[src/rtl/pwm_pkg.sv]
// Shared encodings for the PWM duty sequencer: FSM state codes and the minimum legal period.
package pwm_pkg;

    localparam logic [1:0] ST_IDLE     = 2'd0;
    localparam logic [1:0] ST_RUN      = 2'd1;
    localparam logic [1:0] ST_STOPPING = 2'd2;

    // Shorter periods cannot produce both a high and a low phase.
    localparam int unsigned PERIOD_MIN = 2;

endpackage

[src/rtl/pwm_period_counter.sv]
// Free-running period counter: counts 0..period-1 while enabled, held at 0 while cleared,
// and flags the last cycle of each period.
module pwm_period_counter #(
    parameter int unsigned W = 7
) (
    input  logic         clk,
    input  logic         reset,
    input  logic         clr,
    input  logic         en,
    input  logic [W-1:0] period,
    output logic [W-1:0] cnt,
    output logic         period_end
);

    logic [W-1:0] cnt_q;
    logic [W-1:0] cnt_d;
    logic         last_cycle;

    // >= rather than == keeps the counter from running away if period ever shrinks under it.
    assign last_cycle = (cnt_q >= (period - W'(1)));

    always_comb begin
        cnt_d = cnt_q;
        if (clr) begin
            cnt_d = '0;
        end else if (en) begin
            cnt_d = last_cycle ? '0 : (cnt_q + W'(1));
        end
    end

    always_ff @(posedge clk or negedge reset) begin
        if (!reset) begin
            cnt_q <= '0;
        end else begin
            cnt_q <= cnt_d;
        end
    end

    assign cnt        = cnt_q;
    assign period_end = en && last_cycle;

endmodule

[src/rtl/pwm_duty_sequencer.sv]
// PWM sequencer with double-buffered period/duty updates applied at period boundaries.
// Optional soft-start duty ramp is enabled by defining PWM_SOFT_START_EN.
module pwm_duty_sequencer
    import pwm_pkg::*;
#(
    parameter int unsigned W          = 7,
    parameter int unsigned PERIOD_DEF = 100,
    parameter int unsigned DUTY_DEF   = 20,
    parameter int unsigned RAMP_STEP  = 1
) (
    input  logic         clk,
    input  logic         reset,
    input  logic         start,
    input  logic         cfg_valid,
    output logic         cfg_ready,
    input  logic [W-1:0] cfg_period,
    input  logic [W-1:0] cfg_duty,
    output logic         Fsw,
    output logic         period_end,
    output logic         busy
);

    logic [1:0]   state_q, state_d;
    logic [W-1:0] per_act_q, per_act_d;
    logic [W-1:0] duty_tgt_q, duty_tgt_d;
    logic [W-1:0] shadow_per_q, shadow_per_d;
    logic [W-1:0] shadow_duty_q, shadow_duty_d;
    logic         pending_q, pending_d;
    logic         fsw_q, fsw_d;

    logic [W-1:0] cnt;
    logic [W-1:0] duty_eff;
    logic [W-1:0] per_clamped;
    logic         running;
    logic         xfer;
    logic         apply;

    assign running     = (state_q != ST_IDLE);
    assign xfer        = cfg_valid && !pending_q;
    // Idle: apply immediately; running: only on the boundary so the current period is never cut.
    assign apply       = pending_q && ((state_q == ST_IDLE) || period_end);
    assign per_clamped = (cfg_period < W'(PERIOD_MIN)) ? W'(PERIOD_MIN) : cfg_period;

    pwm_period_counter #(
        .W (W)
    ) u_counter (
        .clk        (clk),
        .reset      (reset),
        .clr        (state_q == ST_IDLE),
        .en         (running),
        .period     (per_act_q),
        .cnt        (cnt),
        .period_end (period_end)
    );

    always_comb begin
        state_d = state_q;
        case (state_q)
            ST_IDLE:     if (start) state_d = ST_RUN;
            ST_RUN:      if (!start) state_d = ST_STOPPING;
            ST_STOPPING: begin
                if (start) begin
                    state_d = ST_RUN;
                end else if (period_end) begin
                    state_d = ST_IDLE;
                end
            end
            default:     state_d = ST_IDLE;
        endcase
    end

    always_comb begin
        shadow_per_d  = shadow_per_q;
        shadow_duty_d = shadow_duty_q;
        pending_d     = pending_q;
        per_act_d     = per_act_q;
        duty_tgt_d    = duty_tgt_q;
        if (xfer) begin
            shadow_per_d  = per_clamped;
            shadow_duty_d = cfg_duty;
            pending_d     = 1'b1;
        end
        if (apply) begin
            per_act_d  = shadow_per_q;
            duty_tgt_d = shadow_duty_q;
            pending_d  = 1'b0;
        end
    end

`ifdef PWM_SOFT_START_EN
    logic [W-1:0] duty_act_q, duty_act_d;
    logic [W-1:0] ramp_tgt;
    logic [W:0]   ramp_sum;

    assign ramp_tgt = apply ? shadow_duty_q : duty_tgt_q;
    assign ramp_sum = {1'b0, duty_act_q} + (W+1)'(RAMP_STEP);

    always_comb begin
        duty_act_d = duty_act_q;
        if ((state_q == ST_IDLE) && start) begin
            duty_act_d = '0;
        end else if (period_end) begin
            // A lower target takes effect at once; a higher one is approached in steps.
            if (ramp_tgt <= duty_act_q) begin
                duty_act_d = ramp_tgt;
            end else if (ramp_sum >= {1'b0, ramp_tgt}) begin
                duty_act_d = ramp_tgt;
            end else begin
                duty_act_d = ramp_sum[W-1:0];
            end
        end
    end

    always_ff @(posedge clk or negedge reset) begin
        if (!reset) begin
            duty_act_q <= W'(DUTY_DEF);
        end else begin
            duty_act_q <= duty_act_d;
        end
    end

    assign duty_eff = duty_act_q;
`else
    logic unused_ramp_step;

    assign unused_ramp_step = ^RAMP_STEP;
    assign duty_eff         = duty_tgt_q;
`endif

    assign fsw_d = running && (cnt < duty_eff);

    always_ff @(posedge clk or negedge reset) begin
        if (!reset) begin
            state_q       <= ST_IDLE;
            per_act_q     <= W'(PERIOD_DEF);
            duty_tgt_q    <= W'(DUTY_DEF);
            shadow_per_q  <= W'(PERIOD_DEF);
            shadow_duty_q <= W'(DUTY_DEF);
            pending_q     <= 1'b0;
            fsw_q         <= 1'b0;
        end else begin
            state_q       <= state_d;
            per_act_q     <= per_act_d;
            duty_tgt_q    <= duty_tgt_d;
            shadow_per_q  <= shadow_per_d;
            shadow_duty_q <= shadow_duty_d;
            pending_q     <= pending_d;
            fsw_q         <= fsw_d;
        end
    end

    assign cfg_ready = !pending_q;
    assign Fsw       = fsw_q;
    assign busy      = running;

endmodule

[config.mk]
export PLATFORM = sky130hd
export DESIGN_NAME = pwm_duty_sequencer
export DESIGN_NICKNAME = d
export VERILOG_FILES = /design/src/rtl/pwm_pkg.sv /design/src/rtl/pwm_period_counter.sv /design/src/rtl/pwm_duty_sequencer.sv
export SDC_FILE = /design/constraint.sdc
export NUM_CORES = 1
export LEC_CHECK = 0
export CAP_MARGIN = 20
export CORE_UTILIZATION = 30
export CTS_CLUSTER_DIAMETER = 150
export DETAILED_ROUTE_END_ITERATION = 7
export PLACE_DENSITY = 0.58
export SKIP_CTS_REPAIR_TIMING = 1
export SYNTH_ARGS = -nofsm -noshare
export SYNTH_HDL_FRONTEND = slang
export SYNTH_SLANG_ARGS = --single-unit
[constraint.sdc]
create_clock -name clk -period 3.96 [get_ports clk]
set_clock_uncertainty 0.2 [all_clocks]
set_input_delay 1.188 -clock clk [delete_from_list [all_inputs] [get_ports clk]]
set_output_delay 1.188 -clock clk [all_outputs]
set_load 0.01 [all_outputs]
* Word level (Yosys, flattened, before mapping)
Index checks and enable logic that the tools add are counted.
Cells by class: add/sub/neg operators 2, magnitude comparators 3, equality and inequality tests 5, mux-type cells 11, reductions and logical operators 11
Operators with widths (count):
- two-way mux 7 bit | 4
- two-way mux 2 bit | 4
- adder 7 x 1 -> 7 bit, second input constant | 1
- >= comparator 7 bit | 1
- < comparator 7 x 2 -> 1 bit, second input constant | 1
- < comparator 7 bit | 1
- subtractor 7 x 1 -> 7 bit, second input constant | 1
- one-hot mux 2 bit (3 select lines) | 1
- nonzero test 2 bit | 3
- logical AND 1 bit | 4
- inequality test 2 bit, second input constant | 2
- inequality test 3 bit, second input constant | 1
- AND reduction 3 bit | 1
- == test 2 x 1 -> 1 bit, second input constant | 1
- == test 2 bit, second input constant | 1
- logical NOT 2 bit | 1
- two-way mux 1 bit | 2
- logical NOT 1 bit | 1
- logical OR 1 bit | 1
Storage, ports and cells: bits in registers 39, bits of input ports 18, output and inout port bits 4, word-level logic and storage cells 40

* Depth between registers and ports, before layout
depth after elaboration 6, depth in mapped cells 11, gate-level depth less buffers 10

* Hierarchy
A second synthesis with hierarchy kept.
Unflattened totals: cells, all modules 162, area total of the unflattened synthesis 2011.9 um^2
Modules (own cells, without submodules):
- pwm_duty_sequencer | times used 1, cells an instance 96, area an instance 1426.4 um^2, sequential area each 813.3 um^2
- pwm_period_counter | times used 1, cells an instance 66, area an instance 585.6 um^2, sequential area each 175.2 um^2

* Worst setup path after synthesis
OpenSTA, ideal clock, no wires.
path type register to output, start point register per_act_q[0], end point output period_end, arrival 1.877 ns, required time 2.572 ns, slack 0.695 ns, stages on the path, launching flop included 11, buffers on the path 0, path through dfrtp_1 inv_1 ha_1 nand2_1 nor3_1 xnor2_1 ha_1 nand4_1 nor3_2 nor3_1 nor2_1
On the way: word-level cells in the longest chain between the ends 3
RTL lines:
- from (decl) | RTL line pwm_duty_sequencer.sv:24 | logic [W-1:0] per_act_q, per_act_d;
- from (signal assigned) | RTL line pwm_duty_sequencer.sv:135 | per_act_q <= W'(PERIOD_DEF);
- from (signal assigned) | RTL line pwm_duty_sequencer.sv:143 | per_act_q <= per_act_d;
- subtractor 7 x 1 -> 7 bit | RTL line pwm_period_counter.sv:20 | assign last_cycle = (cnt_q >= (period - W'(1)));
- >= comparator 7 bit | RTL line pwm_period_counter.sv:20
- logical AND 1 bit | RTL line pwm_period_counter.sv:40 | assign period_end = en && last_cycle;
- to (decl) | RTL line pwm_duty_sequencer.sv:19 | output logic period_end,
No other way between the ends.

* Worst setup path in the final report
Ends and elaborated chain as after synthesis.

==> run metrics <==
first-pass iteration count of the detailed router 3; drt wl/cell between 10 and 15 um; Post-Syn Nets 191; number of max-cap violations 0; clock slew at reported path FFs approximately 70 ps; Vias 1213; Final Wtd Congestion 0.752; Die Footprint 0.00693 mm2; CTS sink cnt 39; final core occ 38.2%; I/O pin total 22; CTS buffer count 5; largest net degree at the start of global routing 40; post-route minimum period roughly 3600 ps; Cells after DPL 254; EDFF count, synth 0; # fillers 599; crit path buf inv count 2; syn_area_per_cell 12.5 um2; post-placement setup slack 84.9 ps; compound-cell area share of the yosys netlist 6.45%; Core Rows 29; LEAKAGE about 1.1 nW; Remaining DRCs 0; Net Switching around 0.56 mW; internal power 1.21 mW; Overall Global Routing Usage 10.6%; final instance area between 0.002 and 0.0025 mm2; Worst EP arrival around 2300 ps; Gate Count Post-Synth roughly 160; Setup CP Type reg -> out; global-route wire length before repair just under 6000 um; Core Box Area 0.00635 mm2; Worst Hold Class reg -> reg; I/O Buffers 21; initial antenna violation count 0; area added between synthesis and finish 22.6%; post-detailed-route count of antenna-violating nets 0; # diodes 0; vias per cell 4.59; # setup viols final 0; max frequency approximately 270 MHz; adder-cell share of the synthesized area 9.48%; Final Net Count 219; die height about 83 um; Skew-Pair Late Insertion Delay 280 ps; Final Hold Viols 0; RSZ-0062 raised after global routing false; die span in x 83.2 um; fin crit share about nine tenths; post-synthesis xor/xnor area fraction 4.42%; mux cell area share after synthesis 16.4%; sw frac 31.7%; Cell Pwr Density 732 mW/mm2; peak supply drop 279 uV; Rel. slew slack a little over two fifths; Synth Area in Simple Gates 9.54%; CTS root buf clkbuf_8; Longest Clk Path Bufs 2; setup ws final 321 ps; sequential share of power 41.9%; Max Slew Vio Count 0; cell repeated most along the worst path ha_1; worst slew pin tran roughly 850 ps; CP Max Fanout 3; WL final around 3300 um; Final HPWL DP 2420 um; Worst setup EP type primary output; fraction of layout instances using a drive strength above 1 ~31%; CP max stage cell dfrtp_1; crit-path leading delay family adder cells; CTS tree built; reg2reg setup slack roughly 1000 ps; vias in the first global route 1185; most used flip-flop cell after synthesis dfrtp_1; CP peak stage delay 400 ps; Synth cell types 33; Clk pwr share 18.8%; number of synthesis warnings 0; Mapped Area 0.00198 mm2; fin cells 264; H-tree Lvls 2; worst path required time between 2000 and 3000 ps; FF+latch count, synth 39; Area after DPL 0.00227 mm2; Post-synth ARST share 100%; First DRT Iteration DRCs 80; Logic pwr share about two fifths; CP Cell Sequence inv_1 -> ha_1 -> nand2_1 -> xor2_1 -> ha_1 -> a211oi_2 -> nor2_2 -> nor3_2 -> nor2_1 -> dlymetal6s2s_1; Setup TNS 0 ps; startpoint types flip-flop; Initial Util a little under a third; sequential element share of the synthesized area 49.9%; main combinational cell family by area after synthesis multiplexers; GRT Residual Overflow 0; status finished clean
## synthesized netlist by cell type, drive strengths merged (3+ instances only)
master,count,area share (%)
nand3,3,0.76
xor2,4,1.8
mux2,25,16
xnor2,6,2.7
buf,4,1.5
dfstp,10,13
ha,15,9.5
nand2,5,0.95
inv,12,2.3
nor2,15,2.8
dfrtp,29,37
nor3,5,1.5
a21oi,4,1.0
o21ai,3,0.76
## area by class of cell
type | instances | area, um2 | share of cell area (%)
flip-flops and latches | 39 | 988 | 40.7
multi-input cells | 103 | 941 | 38.8
repair buffers | 25 | 238 | 9.80
well taps | 77 | 96.3 | 3.97
clock buffers | 6 | 82.6 | 3.40
inverters | 12 | 45.0 | 1.86
clock inverters | 2 | 35.0 | 1.44
## registers in the layout, indices dropped and copies added (netlist names)
| register | count |
|---|---|
| duty_eff | 7 |
| per_act_q | 7 |
| shadow_duty_q | 7 |
| shadow_per_q | 7 |
| u_counter.cnt | 7 |
| state_q | 2 |
| Fsw | 1 |
| pending_q | 1 |
## final timing paths
kind / cells past startpoint / start / end
max: 10 / per_act_q[0] / period_end
min: 1 / state_q[1] / state_q[0]
max reg2reg: 11 / per_act_q[0] / duty_eff[0]
min reg2reg: 1 / state_q[1] / state_q[0]
max in group asynchronous: 1 / reset / state_q[1]
min in group asynchronous: 1 / reset / shadow_per_q[0]
## layout by cell type (no fill, tap or decap), types with 5 or more instances in the layout
| cell type | n |
|---|---|
| clkbuf_8 | 6 |
| clkdlybuf4s50_1 | 19 |
| dfrtp_1 | 29 |
| dfstp_2 | 10 |
| ha_1 | 15 |
| inv_1 | 12 |
| mux2_2 | 16 |
| mux2_4 | 9 |
| nand2_1 | 5 |
| nor2_1 | 14 |
| xnor2_1 | 6 |
## logic make-up (layout without fill, tap and decap cells)
kind of cell / Yosys count / count (layout)
adder cells (fa/ha/maj): 15 / 15
XOR/XNOR: 10 / 10
AND/OR/NAND/NOR: 37 / 37
multiplexers: 26 / 26
AO/OA/AOI/OAI: 15 / 15
flip-flops: 39 / 39
buffers and inverters: 16 / 45
## worst reg2reg max path, cell delays in order (launching register included)
cell and delay [ps]:
dfrtp_1 400, inv_1 100, ha_1 190, nand2_1 90, xor2_1 160, ha_1 320, a211oi_2 220, nor2_2 70
buf_4 140, o41ai_4 260, buf_4 310, mux2_2 380
## routing by layer
metal | part of all wire (%) | wire [um] | track usage [%]
met3 | 3.0 | 101 | 2.49
met2 | 43 | 1430 | 15.0
met1 | 52 | 1740 | 15.0
met5 | 0 | 0 | 0
met4 | 1.9 | 65 | 5.17
## power by group through the flow
| stage | combinational, mW | sequential, mW | clock (mW) |
|---|---|---|---|
| floorplan | 0.551 | 0.706 | 0 |
| global placement | 0.670 | 0.746 | 0 |
| detailed placement | 0.678 | 0.752 | 0 |
| CTS | 0.682 | 0.746 | 0.346 |
| global route | 0.776 | 0.775 | 0.364 |
| finish | 0.697 | 0.743 | 0.334 |
## per-stage QoR
stage          power, mW  hold slack [ps]
6_report            1.77              281
5_1_grt             1.91              303
4_1_cts             1.77              288
3_5_place_dp        1.43              278
3_3_place_gp        1.42              270
2_1_floorplan       1.26              244
No activity file was read; power rests on OpenSTA's default activity.
